**config.mk**
```make
export PLATFORM = sky130hd
export DESIGN_NAME = myram_wport_arb
export DESIGN_NICKNAME = d
export VERILOG_FILES = /design/src/rtl/myram_wport_arb.sv
export SDC_FILE = /design/constraint.sdc
export NUM_CORES = 1
export LEC_CHECK = 0
export BUFFER_PORTS_ARGS = -buffer_cell sky130_fd_sc_hd__buf_2
export CAP_MARGIN = 40
export CORE_UTILIZATION = 39
export DETAILED_ROUTE_END_ITERATION = 16
export GPL_ROUTABILITY_DRIVEN = 0
export PLACE_DENSITY = 0.7
export SETUP_SLACK_MARGIN = 0.4
export SLEW_MARGIN = 30
export SYNTH_ARGS = -nofsm -noshare
export SYNTH_HDL_FRONTEND = slang
export SYNTH_SLANG_ARGS = --single-unit
```
**constraint.sdc**
```tcl
create_clock -name clk -period 4.6 [get_ports clk]
set_clock_uncertainty 0.15 [all_clocks]
set_input_delay 0.69 -clock clk [delete_from_list [all_inputs] [get_ports clk]]
set_output_delay 0.69 -clock clk [all_outputs]
set_load 0.005 [all_outputs]
```
**src/rtl/myram_wport_arb.sv**
```systemverilog
// Write-port front end for the simple dual-port block RAM: post-reset clear sweep, then A/B write arbitration.
// Clear sweep is built only when MYRAM_WPORT_CLEAR_EN is defined; otherwise the block starts directly in RUN.
module myram_wport_arb #(
    parameter int                         MY_NUMBER     = 512,
    parameter int                         MY_DATA_WIDTH = 32,
    parameter logic [MY_DATA_WIDTH-1:0]   INIT_VALUE    = '0,
    parameter int                         STARVE_LIMIT  = 4
) (
    input  logic                          clk,
    input  logic                          rst,
    input  logic                          a_valid,
    output logic                          a_ready,
    input  logic [$clog2(MY_NUMBER)-1:0]  a_addr,
    input  logic [MY_DATA_WIDTH-1:0]      a_data,
    input  logic                          b_valid,
    output logic                          b_ready,
    input  logic [$clog2(MY_NUMBER)-1:0]  b_addr,
    input  logic [MY_DATA_WIDTH-1:0]      b_data,
    output logic                          wen,
    output logic [$clog2(MY_NUMBER)-1:0]  wAddr,
    output logic [MY_DATA_WIDTH-1:0]      wdata,
    output logic                          init_done
);

    localparam int         AW         = $clog2(MY_NUMBER);
    localparam logic [3:0] STARVE_LIM = 4'(STARVE_LIMIT);

    logic                     run;
    logic                     clr_wr;
    logic                     init_set;
    logic [AW-1:0]            clr_addr;
    logic [3:0]               starve;
    logic                     starve_hit;
    logic                     a_acc;
    logic                     b_acc;
    logic                     wen_p1;
    logic [AW-1:0]            waddr_p1;
    logic [MY_DATA_WIDTH-1:0] wdata_p1;
    logic                     init_done_p1;

`ifdef MYRAM_WPORT_CLEAR_EN
    typedef enum logic {CLEAR = 1'b0, RUN = 1'b1} state_t;

    localparam logic [AW-1:0] LAST_ADDR = AW'(MY_NUMBER - 1);

    state_t        state;
    state_t        state_nxt;
    logic [AW-1:0] cnt;

    always_ff @(posedge clk) begin
        if (rst) begin
            state <= CLEAR;
            cnt   <= '0;
        end else begin
            state <= state_nxt;
            if (state == CLEAR) cnt <= cnt + AW'(1);
        end
    end

    always_comb begin
        state_nxt = state;
        if (state == CLEAR && cnt == LAST_ADDR) state_nxt = RUN;
    end

    always_comb begin
        run      = (state == RUN);
        clr_wr   = (state == CLEAR);
        clr_addr = cnt;
        init_set = (state == CLEAR) && (cnt == LAST_ADDR);
    end
`else
    logic run_q;

    // Without the sweep the RAM is usable as soon as reset is released.
    always_ff @(posedge clk) begin
        if (rst) run_q <= 1'b0;
        else     run_q <= 1'b1;
    end

    assign run      = run_q;
    assign clr_wr   = 1'b0;
    assign clr_addr = '0;
    assign init_set = 1'b1;
`endif

    // A has priority unless B has lost STARVE_LIMIT cycles in a row.
    assign starve_hit = (starve >= STARVE_LIM);
    assign a_ready    = run & ~(starve_hit & b_valid);
    assign b_ready    = run & (~a_valid | starve_hit);
    assign a_acc      = a_valid & a_ready;
    assign b_acc      = b_valid & b_ready;

    always_ff @(posedge clk) begin
        if (rst)                             starve <= '0;
        else if (run & b_valid & ~b_ready)   starve <= starve + 4'd1;
        else                                 starve <= '0;
    end

    // p1: registered RAM write port
    always_ff @(posedge clk) begin
        if (rst) begin
            wen_p1       <= 1'b0;
            waddr_p1     <= '0;
            wdata_p1     <= '0;
            init_done_p1 <= 1'b0;
        end else begin
            wen_p1       <= clr_wr | a_acc | b_acc;
            init_done_p1 <= init_done_p1 | init_set;
            if (clr_wr) begin
                waddr_p1 <= clr_addr;
                wdata_p1 <= INIT_VALUE;
            end else if (a_acc) begin
                waddr_p1 <= a_addr;
                wdata_p1 <= a_data;
            end else if (b_acc) begin
                waddr_p1 <= b_addr;
                wdata_p1 <= b_data;
            end
        end
    end

    assign wen       = wen_p1;
    assign wAddr     = waddr_p1;
    assign wdata     = wdata_p1;
    assign init_done = init_done_p1;

endmodule

```
# [Word-level counts from Yosys, hierarchy flattened]
# Cells that the tools add are included.
# W data, S select, Z words.
[op_classes] magnitude_cmp=1 n_reduce_logical=2 addsub=1 muxes=5 n_bitwise=13
[op_table] op="$mux W32" count=2
[op_table] op="$mux W9" count=2
[op_table] op="$and A1 B1 Y1" count=7
[op_table] op="$add A4 B1 Y4 const B" count=1
[op_table] op="$ge A4 B3 Y1 const B" count=1
[op_table] op="$not A1 Y1" count=4
[op_table] op="$or A1 B1 Y1" count=2
[op_table] op="$reduce_bool A2 Y1" count=1
[op_table] op="$reduce_or A2 Y1" count=1
[op_table] op="$mux W1" count=1
[word_totals] word_cells=27 output_inout_bits=45 reg_bits=47

# [Depth between registers and ports, before layout]
# Gate-level depths: netlist of run 1.
[depth] ltp_word=7 depth_mapped=6

# [Worst setup path before layout of run 1]
# OpenSTA, ideal clock, no wires.
[synth_path] path_type="input to output" start="input b_valid" end="output a_ready" path_stages=4 arrival_ns=1.251 required_time_ns=3.760 path_buffers=2 setup_slack_ns=2.509 path_cell_list="o21a_1 > buf_6 > clkbuf_1 > nor2b_1"
[synth_between] elab_chain_len=3
[synth_lines] element="from (decl)" line="15" rtl="input logic b_valid,"
[synth_lines] element="$and A1 B1 Y1" line="88" rtl="assign a_ready = run & ~(starve_hit & b_valid);"
[synth_lines] element="$not A1 Y1" line="88"
[synth_lines] element="$and A1 B1 Y1" line="88"
[synth_lines] element="to (decl)" line="12" rtl="output logic a_ready,"
# Every way passes these cells.

# [Worst setup path after layout of run 1]
[layout_path] start="input b_valid" end="register wdata_p1[1] (netlist: wdata[1])"
[layout_between] elab_chain_len=5 elab_cells_between_ends=7 cone_classes="1 x mux; 5 x bitwise; 1 x reduce/logical"
[layout_lines] element="$and A1 B1 Y1" line="88"
[layout_lines] element="$not A1 Y1" line="88"
[layout_lines] element="$and A1 B1 Y1" line="88"
[layout_lines] element="$and A1 B1 Y1" line="90" rtl="assign a_acc = a_valid & a_ready;"
[layout_lines] element="$mux W32 / $reduce_bool A2 Y1 (equally long branches)"
[layout_lines] element="to (signal assigned)" line="114" rtl="wdata_p1 <= a_data;"
[layout_lines] element="to (signal assigned)" line="117" rtl="wdata_p1 <= b_data;"
[layout_lines] element="to (decl)" line="38" rtl="logic [MY_DATA_WIDTH-1:0] wdata_p1;"
# Several ways; a longest one is shown, not always the timed one.
# A chain may end at the register's enable or synchronous reset.

==> run metrics, run 1 <==
first-pass GRT wire length=between 10 and 15 mm; required time of the critical path=approximately 4.6 ns; syn avg cell area=9.69 um^2; final-layout fill cell count=613; DR WL met3=555 um; CTS sink cnt=47; vias per cell=approximately 5.5; total grt overflow=0; clk root buf=clkbuf_8; vias post-DR=2468; CP top delay family=buffers and inverters; Setup-failing EPs final=0; initial antenna violation count=0; CP max-delay cell=or2_2; Top Layer Used=met4; largest net degree at the start of global routing=between 40 and 50; critical path type=input pin to flop; overall fraction of global-route tracks in use=0.191; LEAKAGE=between 1 and 1.5 nW; Post-route DRC=0; post_cts resized=0; NumNets Final=460; syn nets=approximately 350; Synth warnings=0; Worst setup SP type=input pin; maximum fanout along the worst path=43; most frequent CP cell=buf_4; Power Total=between 0.9 and 1 mW; Yosys top cell by area=dfxtp_1; Peak VDD IR=0.000197 V; ant diodes=0; Final min period=about 2.6 ns; Initial Util=0.406; vias in the first global route=between 2k and 2.5k; CTS tree=done; PD cells=between 200 and 300 mW/mm^2; FMAX=385 MHz; CTS Hold Bufs=0; RSZ-0062 raised after global routing=false; share of cells above drive strength 1=0.500; Mapped Area=~0.0026 mm^2; CP Data Arrival Time=between 2 and 3 ns; CTS clk-pin slew, worst paths=~0.090 ns; worst path cell trace=buf_2 -> o21a_1 -> buf_4 -> or2_2 -> buf_4 -> o221ai_1; Slew Limit Headroom=0.528; core area=0.00635 mm^2; fin crit share=0.565; DRT antenna net count=0; Area Growth Syn to Fin=29.6%; endpoint class of the critical path=flop; postcts setup bufs=0; Yosys top cell area share=0.365; hpwl dp=approximately 4.5 mm; # IOs=between 100 and 150; WP buf/inv=3; hold crit path type=flop to flop; #FFs+latches synth=47; die width=83.3 um; # rows=29; total CTS buffers=5; Die Area=between 0.006 and 0.007 mm^2; CTS HTree Levels=2; Area contributors post-synth=dfxtp_1, o221ai_2, o2111ai_1; max incr delay on CP=between 0.6 and 0.7 ns; First DRT Iteration DRCs=100; Die Ht=83.3 um; sum of negative setup slack=0 ns; status=completed; worst slew pin tran=~0.71 ns; count of buffers from port buffering=130; final max-slew violation count=0; clk buf depth=2; Post-Route WL=around 6.6 mm; met1 WL=about 3 mm; post-synthesis cell count=between 200 and 300; worst-skew pair later-pin latency=0.29 ns; Avg WL per Cell=between 10 and 15 um; drt pass-1 iters=4; metal2 WL=3.02 mm; Final Hold Viols=0; max-cap violations=0; post-synth cell types=24; register area share after synthesis=0.365
metal layers:
metal  vias to the layer above  GRT usage
met2                       113      0.296
met3                         8     0.0557
met5                         -          0
met4                         0     0.0533
met1                      1114      0.258
li1                       1233          -
area by class of cell:
| cell class | instances | area [um^2] | area share |
|---|---|---|---|
| tap | 77 | 96.3 | 0.0288 |
| timing repair buffer | 136 | 716 | 0.214 |
| clock inverter | 2 | 60.1 | 0.0180 |
| multi-input combinational | 140 | 1290 | 0.387 |
| clock buffer | 6 | 72.6 | 0.0217 |
| inverter | 43 | 161 | 0.0483 |
| sequential | 47 | 941 | 0.282 |
Yosys cell counts:
master     count
ha_1           1
nand3_1       41
xnor2_1        1
clkbuf_1      16
buf_6          6
dfxtp_1       47
or2_2          1
o221ai_2      40
buf_1          3
nand2_1        1
inv_1         43
conb_1         1
nand4_1        1
buf_4          1
nor2_1         4
a21o_1         1
a21boi_0       1
o21a_1         1
nor2b_1        2
and2_1         1
o2111ai_1     41
or2_1          1
o221ai_1       1
buf_2         10
flip-flops by register name (all words and copies together), names as in the netlist:
signal	count
wdata	32
wAddr	9
starve	4
init_done	1
wen	1
power by group:
group	internal, mW	leakage, nW	total [mW]	switching, mW
Combinational	0.0852	0.908	0.192	0.107
Sequential	0.434	0.386	0.448	0.0139
Clock	0.217	0.0654	0.359	0.141
Total	0.737	1.36	0.999	0.262
cells by family (layout without fill, tap and decap cells):
family,after synthesis,count (layout),share of synthesized area
fa+ha+maj,1,1,0.00486
compound gates,85,85,0.385
simple gates,52,52,0.102
other cells,1,1,0.00146
flops,47,47,0.365
xor+xnor,1,1,0.00340
buf+inv,79,187,0.139
path summary, 6_finish.rpt:
path	cells past startpoint	slack, ns	from	to
setup / recovery	6	2.00	b_valid	wdata[1]$_SDFFE_PP0P_
hold / removal	1	0.27	starve[0]$_SDFF_PP0_	starve[0]$_SDFF_PP0_
setup reg to reg	5	2.11	starve[2]$_SDFF_PP0_	wdata[1]$_SDFFE_PP0P_
hold reg to reg	1	0.27	starve[0]$_SDFF_PP0_	starve[0]$_SDFF_PP0_
stage by stage:
stage	util	worst slack [ns]	area (um^2)	hold WS (ns)	cells
finish	0.526	2.00	3340	0.275	451
global route	0.526	1.87	3340	0.295	451
CTS	0.526	2.00	3340	0.281	451
detailed placement	0.505	1.67	3210	0.269	443
global placement	0.500	1.67	3170	0.258	442
floorplan	-	2.51	2580	0.249	266
placed cells by master, fill, tap and decap left out, types with 2 or more instances in the layout:
master and instances:
inv_1 43, o221ai_2 40, nor2_1 4, dfxtp_1 47
or2_2 2, buf_2 130, o2111ai_1 41, clkbuf_8 5
buf_4 5, bufinv_16 2, nand3_1 41
No activity file was read; power rests on OpenSTA's default activity.
==> run 2: changes to the inputs <==
--- a/config.mk
+++ b/config.mk
@@ -10,7 +10,7 @@
 export CORE_UTILIZATION = 39
 export DETAILED_ROUTE_END_ITERATION = 16
 export GPL_ROUTABILITY_DRIVEN = 0
-export PLACE_DENSITY = 0.7
+export PLACE_DENSITY = 0.73
 export SETUP_SLACK_MARGIN = 0.4
 export SLEW_MARGIN = 30
 export SYNTH_ARGS = -nofsm -noshare
==> constraint.sdc (replaced) <==
create_clock -name clk -period 2.24 [get_ports clk]
set_clock_uncertainty 0.15 [all_clocks]
set_input_delay 0.336 -clock clk [delete_from_list [all_inputs] [get_ports clk]]
set_output_delay 0.336 -clock clk [all_outputs]
set_load 0.005 [all_outputs]
==> run 2 against run 1 <==
Effect of this change: critical endpoint is now a_ready; sequential cell count did not move; utilization rose by 0.12 points; critical path depth fell by 2.
==> run metrics, run 2 (same netlist as run 1, synthesis figures left out) <==
status=completed (unchanged); hold crit path type=input pin to flop (was flop to flop); Avg WL per Cell=14.8 um (was 14.6 um); vias post-DR=2546 (was 2468); internal power=1.29 mW (was 0.737 mW); FMAX=577 MHz; worst slew pin tran=0.690 ns (was 0.707 ns); Clock Power Share=0.275 (was 0.359); clk root buf=clkbuf_8 (unchanged); total CTS buffers=5 (unchanged); # rows=29 (unchanged); Logic pwr share=0.222 (was 0.192); ant diodes=0 (unchanged); Die Area=0.00693 mm^2 (unchanged); clk buf depth=2 (unchanged); First DRT Iteration DRCs=86 (was 100); Peak VDD IR=0.000270 V (was 0.000197 V); Final Hold Viols=0 (unchanged); Initial Util=0.406 (unchanged); FF-to-FF Start=init_done$_DFF_P_ (was starve[2]$_SDFF_PP0_); FF-to-FF End=wdata[1]$_SDFFE_PP0P_ (unchanged); CTS tree=done (unchanged); R2R Setup Slk=0.64 ns (was 2.11 ns); final max-slew violation count=0 (unchanged); share of cells above drive strength 1=0.513 (was 0.500); postcts setup bufs=0 (unchanged); count of buffers from port buffering=130 (unchanged); PD cells=546 mW/mm^2 (was 299 mW/mm^2); Die Ht=83.3 um (unchanged); Area Growth Syn to Fin=29.9% (was 29.6%); vias in the first global route=2463 (was 2365); RSZ-0062 raised after global routing=false (unchanged); fin crit share=0.773; # IOs=131 (unchanged); Largest register FFs=32 (unchanged); NumNets Final=466 (was 460); Final min period=roughly 1.7 ns; drt pass-1 iters=4 (unchanged); endpoint class of the critical path=primary output (was flop); sequential power share=0.504 (was 0.449); first-pass GRT wire length=11.5 mm (was 11.0 mm); total grt overflow=0 (unchanged); overall fraction of global-route tracks in use=0.199 (was 0.191); CTS clk-pin slew, worst paths=0.09 ns (about the same); Final Worst Setup Slack=0.508 ns (was 2.00 ns); CTS sink cnt=47 (unchanged); vias per cell=5.57 (was 5.47); CTS Hold Bufs=0 (unchanged); maximum fanout along the worst path=21 (was 43); hold path depth=2 (was 1); die width=83.3 um (unchanged); most frequent cells in the layout=buf_2, dfxtp_1, inv_1, nand3_1, o2111ai_1 (unchanged); DRT antenna net count=0 (unchanged); worst-skew pair later-pin latency=0.30 ns (was 0.29 ns); LEAKAGE=1.37 nW (was 1.36 nW); Post-route DRC=0 (unchanged); core area=0.00635 mm^2 (unchanged); worst hold start=rst (was starve[0]$_SDFF_PP0_); pre-CTS setup slack=0.432 ns (was 1.67 ns); required time of the critical path=1.75 ns (was 4.62 ns); Post-Route WL=6.76 mm (was 6.60 mm); critical path type=flop to primary output (was input pin to flop); Slew Limit Headroom=0.540 (was 0.528); commonest non-fill, non-tap cell in the layout=buf_2 (unchanged); R2R depth=3 (was 5); Worst Hold End=init_done$_DFF_P_ (was starve[0]$_SDFF_PP0_); Setup-failing EPs final=0 (unchanged); sw power=0.537 mW (was 0.262 mW); Sw Share=0.294 (was 0.262); Worst setup SP type=flop (was input pin); CTS HTree Levels=2 (unchanged); largest net degree at the start of global routing=43 (was 45); CP Data Arrival Time=1.25 ns (was 2.61 ns); initial antenna violation count=0 (unchanged); sum of negative setup slack=0 ns (unchanged); max-cap violations=0 (unchanged); hpwl dp=4.42 mm (was 4.47 mm)
[run 2: final cells by class]
| class | count | area [um^2] |
|---|---|---|
| fillers | 615 | 3000 |
| multi-input cells | 140 | 1290 |
| flip-flops and latches | 47 | 941 |
| repair buffers | 142 | 771 |
| inverters | 43 | 161 |
| well taps | 77 | 96.3 |
| clock buffers | 5 | 68.8 |
| clock inverters | 3 | 15.0 |
[run 2: stage by stage]
| stage | area (um^2) | power [mW] | std cells | hold slack [ns] | utilization |
|---|---|---|---|---|---|
| final | 3350 | 1.83 | 457 | 0.0836 | 0.527 |
| after global routing | 3350 | 1.93 | 457 | 0.0736 | 0.527 |
| after CTS | 3310 | 1.84 | 456 | 0.0772 | 0.522 |
| after detailed placement | 3220 | 1.34 | 448 | 0.262 | 0.507 |
| after global placement | 3220 | 1.33 | 448 | 0.258 | 0.507 |
| after floorplan | 2580 | 1.17 | 266 | 0.243 | - |
[run 2: per-layer routing]
layer,global-route usage,part of all wire
met1,0.244,0.45
met2,0.345,0.48
met3,0.0497,0.065
met4,0.0517,0.0099
met5,0,0
[run 2: worst max-delay path by stage]
| stage | slack [ns] | cells past startpoint | start | endpoint |
|---|---|---|---|---|
| final | 0.51 | 4 | starve[2]$_SDFF_PP0_ | a_ready |
| after global routing | 0.41 | 4 | starve[2]$_SDFF_PP0_ | a_ready |
| after CTS | 0.43 | 4 | starve[2]$_SDFF_PP0_ | a_ready |
| after detailed placement | 0.43 | 5 | a_valid | wdata[1]$_SDFFE_PP0P_ |
| after global placement | 0.46 | 5 | a_valid | wdata[1]$_SDFFE_PP0P_ |
| after floorplan | 0.74 | 5 | a_valid | wdata[21]$_SDFFE_PP0P_ |
[run 2: power groups by stage]
stage               sequential [mW]  clock (mW)  combinational (mW)
finish                        0.920       0.501               0.405
global route                  0.928       0.557               0.449
CTS                           0.921       0.523               0.401
detailed placement            0.940           0               0.396
global placement              0.938           0               0.389
floorplan                     0.943           0               0.229
[run 2: what timing repair did]
action | CTS | global route
endpoints found under the setup margin | 1 | 1
gates resized for setup | 3 | 2
pin swaps | 0 | 1
gates cloned | 0 | 1
[run 2: critical path, cell delays in order (launching register included)]
cell	delay, ns
dfxtp_1	0.35
o21a_4	0.23
buf_12	0.16
nor2b_1	0.10
buf_2	0.11
==> run 3: changes to the inputs <==
--- a/config.mk
+++ b/config.mk
@@ -5,12 +5,13 @@
 export SDC_FILE = /design/constraint.sdc
 export NUM_CORES = 1
 export LEC_CHECK = 0
+export ABC_AREA = 1
 export BUFFER_PORTS_ARGS = -buffer_cell sky130_fd_sc_hd__buf_2
 export CAP_MARGIN = 40
 export CORE_UTILIZATION = 39
 export DETAILED_ROUTE_END_ITERATION = 16
 export GPL_ROUTABILITY_DRIVEN = 0
-export PLACE_DENSITY = 0.73
+export PLACE_DENSITY = 0.71
 export SETUP_SLACK_MARGIN = 0.4
 export SLEW_MARGIN = 30
 export SYNTH_ARGS = -nofsm -noshare
==> constraint.sdc (replaced) <==
create_clock -name clk -period 1.75 [get_ports clk]
set_clock_uncertainty 0.15 [all_clocks]
set_input_delay 0.2625 -clock clk [delete_from_list [all_inputs] [get_ports clk]]
set_output_delay 0.2625 -clock clk [all_outputs]
set_load 0.005 [all_outputs]
==> run 3 against run 2 <==
Effect of this change: cell area hardly changed; via count is 4.7% higher; count of clock-buffer cells in the layout rose by 2; sequential share of layout area is 0.12 points higher.
==> run metrics, run 3 <==
Initial Util=0.405 (was 0.406); fin util=0.565 (was 0.527); DRT antenna net count=0 (unchanged); multi-input logic area=0.00100 mm^2 (was 0.00129 mm^2); worst path cell trace=nor3b_2 -> nor2_1 -> buf_2 (was o21a_4 -> buf_12 -> nor2b_1 -> buf_2); most frequent cells in the layout=buf_2, nand2_1, inv_1, nand3_1, dfxtp_1 (was buf_2, dfxtp_1, inv_1, nand3_1, o2111ai_1); # rows=28 (was 29); register area share after synthesis=0.392 (was 0.365); worst-skew pair later-pin latency=0.29 ns (was 0.30 ns); Final min period=approximately 1.5 ns; clk buf depth=2 (unchanged); Inst Count DP=570 (was 448); vias post-DR=2666 (was 2546); CTS clk-pin slew, worst paths=0.09 ns (about the same); Area contributors post-synth=dfxtp_1, nand2_1, nand3_1 (was dfxtp_1, o221ai_2, o2111ai_1); total CTS buffers=5 (unchanged); syn nets=463 (was 353); PD cells=698 mW/mm^2 (was 546 mW/mm^2); CP Data Arrival Time=1.05 ns (was 1.25 ns); FF-to-FF Start=init_done$_DFF_P_ (unchanged); FFs w/ async S/R, synth=0 (unchanged); CP top delay family=flip-flops (unchanged); Largest register FFs=32 (unchanged); WP buf/inv=1 (was 2); CTS sink cnt=47 (unchanged); largest net degree at the start of global routing=43 (unchanged); sum of negative setup slack=0 ns (unchanged); count leader, synth=nand2_1 (was dfxtp_1); R2R depth=7 (was 3); Peak VDD IR=0.000416 V (was 0.000270 V); Mapped Area=0.00240 mm^2 (was 0.00258 mm^2); endpoint class of the critical path=primary output (unchanged); register area=945 um^2 (was 941 um^2); final max-slew violation count=0 (unchanged); Post-synth EDFFs=0 (unchanged); vias in the first global route=2238 (was 2463); share of cells above drive strength 1=0.320 (was 0.513); overall fraction of global-route tracks in use=0.197 (was 0.199); Post-Route WL=6.37 mm (was 6.76 mm); fin crit share=0.837; hold crit path type=input pin to flop (unchanged); vias per cell=4.57 (was 5.57); Power Total=2.33 mW (was 1.83 mW); syn avg cell area=6.38 um^2 (was 9.69 um^2); NumNets Final=595 (was 466); initial antenna violation count=0 (unchanged); Setup-failing EPs final=0 (unchanged); Synth top cells by count=nand2_1, inv_1, nand3_1 (was dfxtp_1, inv_1, nand3_1, o2111ai_1, o221ai_2); maximum fanout along the worst path=3 (was 21); Area Growth Syn to Fin=39.6% (was 29.9%); #FFs+latches synth=47 (unchanged); Yosys top cell area share=0.392 (was 0.365); CTS HTree Levels=2 (unchanged); RSZ-0062 raised after global routing=true (was false); status=completed (unchanged); FMAX=just under 700 MHz; Avg WL per Cell=10.9 um (was 14.8 um); Final Hold Viols=0 (unchanged); clk root buf=clkbuf_8 (unchanged); Yosys top cell by area=dfxtp_1 (unchanged); R2R Setup Slk=0.30 ns (was 0.64 ns); Worst Hold End=init_done$_DFF_P_ (unchanged); count of buffers from port buffering=130 (unchanged); final instance count without filler cells=584 (was 457); total grt overflow=0 (unchanged); CP max-delay cell=dfxtp_2 (was dfxtp_1); final-layout fill cell count=589 (was 615); Post-route DRC=0 (unchanged); first-pass GRT wire length=9.96 mm (was 11.5 mm); CTS Hold Bufs=0 (unchanged); required time of the critical path=1.34 ns (was 1.75 ns); post-synth cell types=18 (was 24); hpwl dp=4.26 mm (was 4.42 mm); die width=80.4 um (was 83.3 um); max-cap violations=0 (unchanged); LEAKAGE=2.14 nW (was 1.37 nW); Worst setup SP type=flop (unchanged); First DRT Iteration DRCs=96 (was 86); post-synthesis cell count=376 (was 266); ant diodes=0 (unchanged); Die Area=0.00646 mm^2 (was 0.00693 mm^2); CTS tree=done (unchanged); FF-to-FF End=wdata[19]$_SDFFE_PP0P_ (was wdata[1]$_SDFFE_PP0P_); core area=0.00592 mm^2 (was 0.00635 mm^2); max incr delay on CP=0.36 ns (was 0.35 ns); worst hold start=rst (unchanged); Die Ht=80.4 um (was 83.3 um); commonest non-fill, non-tap cell in the layout=buf_2 (unchanged); Synth warnings=0 (unchanged); hold path depth=2 (unchanged); top_reg_cell synth=dfxtp_1 (unchanged); critical path type=flop to primary output (unchanged); drt pass-1 iters=4 (unchanged); # IOs=131 (unchanged)
run 3: cell count changes in the layout (fill, tap and decap cells not counted), sizes merged, moves of 2 or more:
| cell | change |
|---|---|
| o221ai | -41 |
| nand3 | +42 |
| inv | +45 |
| o2111ai | -41 |
| buf | +2 |
| nand2 | +125 |
| or2 | -2 |
| clkbuf | +2 |
| nor2b | -2 |
| clkinv | -2 |
run 3: cells by family after synthesis:
| logic type | synth area share |
|---|---|
| adders and majority gates | 0.00522 |
| and+or+nand+nor | 0.389 |
| DFF | 0.392 |
| AOI/OAI and AO/OA | 0.0136 |
| other | 0.00156 |
| xor gates and xnor gates | 0.00365 |
| buffers and inverters | 0.194 |
run 3: area by class of cell:
type,instances,share of cell area
Inverter,88,0.0987
Clock buffer,7,0.0228
Sequential cell,47,0.282
Timing Repair Buffer,145,0.267
Multi-Input combinational cell,221,0.299
Tap cell,75,0.0280
Clock inverter,1,0.00150
run 3: stage by stage:
stage	hold WS [ns]	setup WS, ns	cell area [um^2]
after detailed placement	0.268	0.370	3120
after CTS	0.0615	0.299	3320
final	0.0794	0.284	3350
after global placement	0.259	0.390	3120
after floorplan	0.188	0.467	2400
after global routing	0.0703	0.226	3350
run 3: worst max-delay path by stage:
stage                         startpoint                      to  slack, ns  cells after the start
floorplan           starve[2]$_SDFF_PP0_                 a_ready       0.47                      4
global placement                 a_valid  wdata[10]$_SDFFE_PP0P_       0.39                      8
detailed placement               a_valid  wdata[31]$_SDFFE_PP0P_       0.37                      8
CTS                 starve[2]$_SDFF_PP0_                 b_ready       0.30                      3
global route        starve[2]$_SDFF_PP0_  wdata[11]$_SDFFE_PP0P_       0.23                      7
finish              starve[2]$_SDFF_PP0_                 b_ready       0.28                      3
run 3: repair_timing:
item,in CTS,in global routing
endpoints found under the setup margin,35,43
gates resized for setup,10,2
pin swaps,3,1
gates cloned,2,1
buffers inserted,3,0
run 3: per-layer routing:
metal	vias to the layer above	share of wire	global-route usage
met3	6	0.057	0.0364
met1	1201	0.47	0.259
met2	80	0.46	0.328
li1	1379	-	-
met5	-	0	0
met4	0	0.0097	0.0482
run 3: where the power goes:
group          leakage (nW)  switching [mW]  internal [mW]
combinational          1.71           0.255          0.259
sequential            0.388          0.0415           1.15
clock                0.0422           0.348          0.281
total                  2.14           0.645           1.69
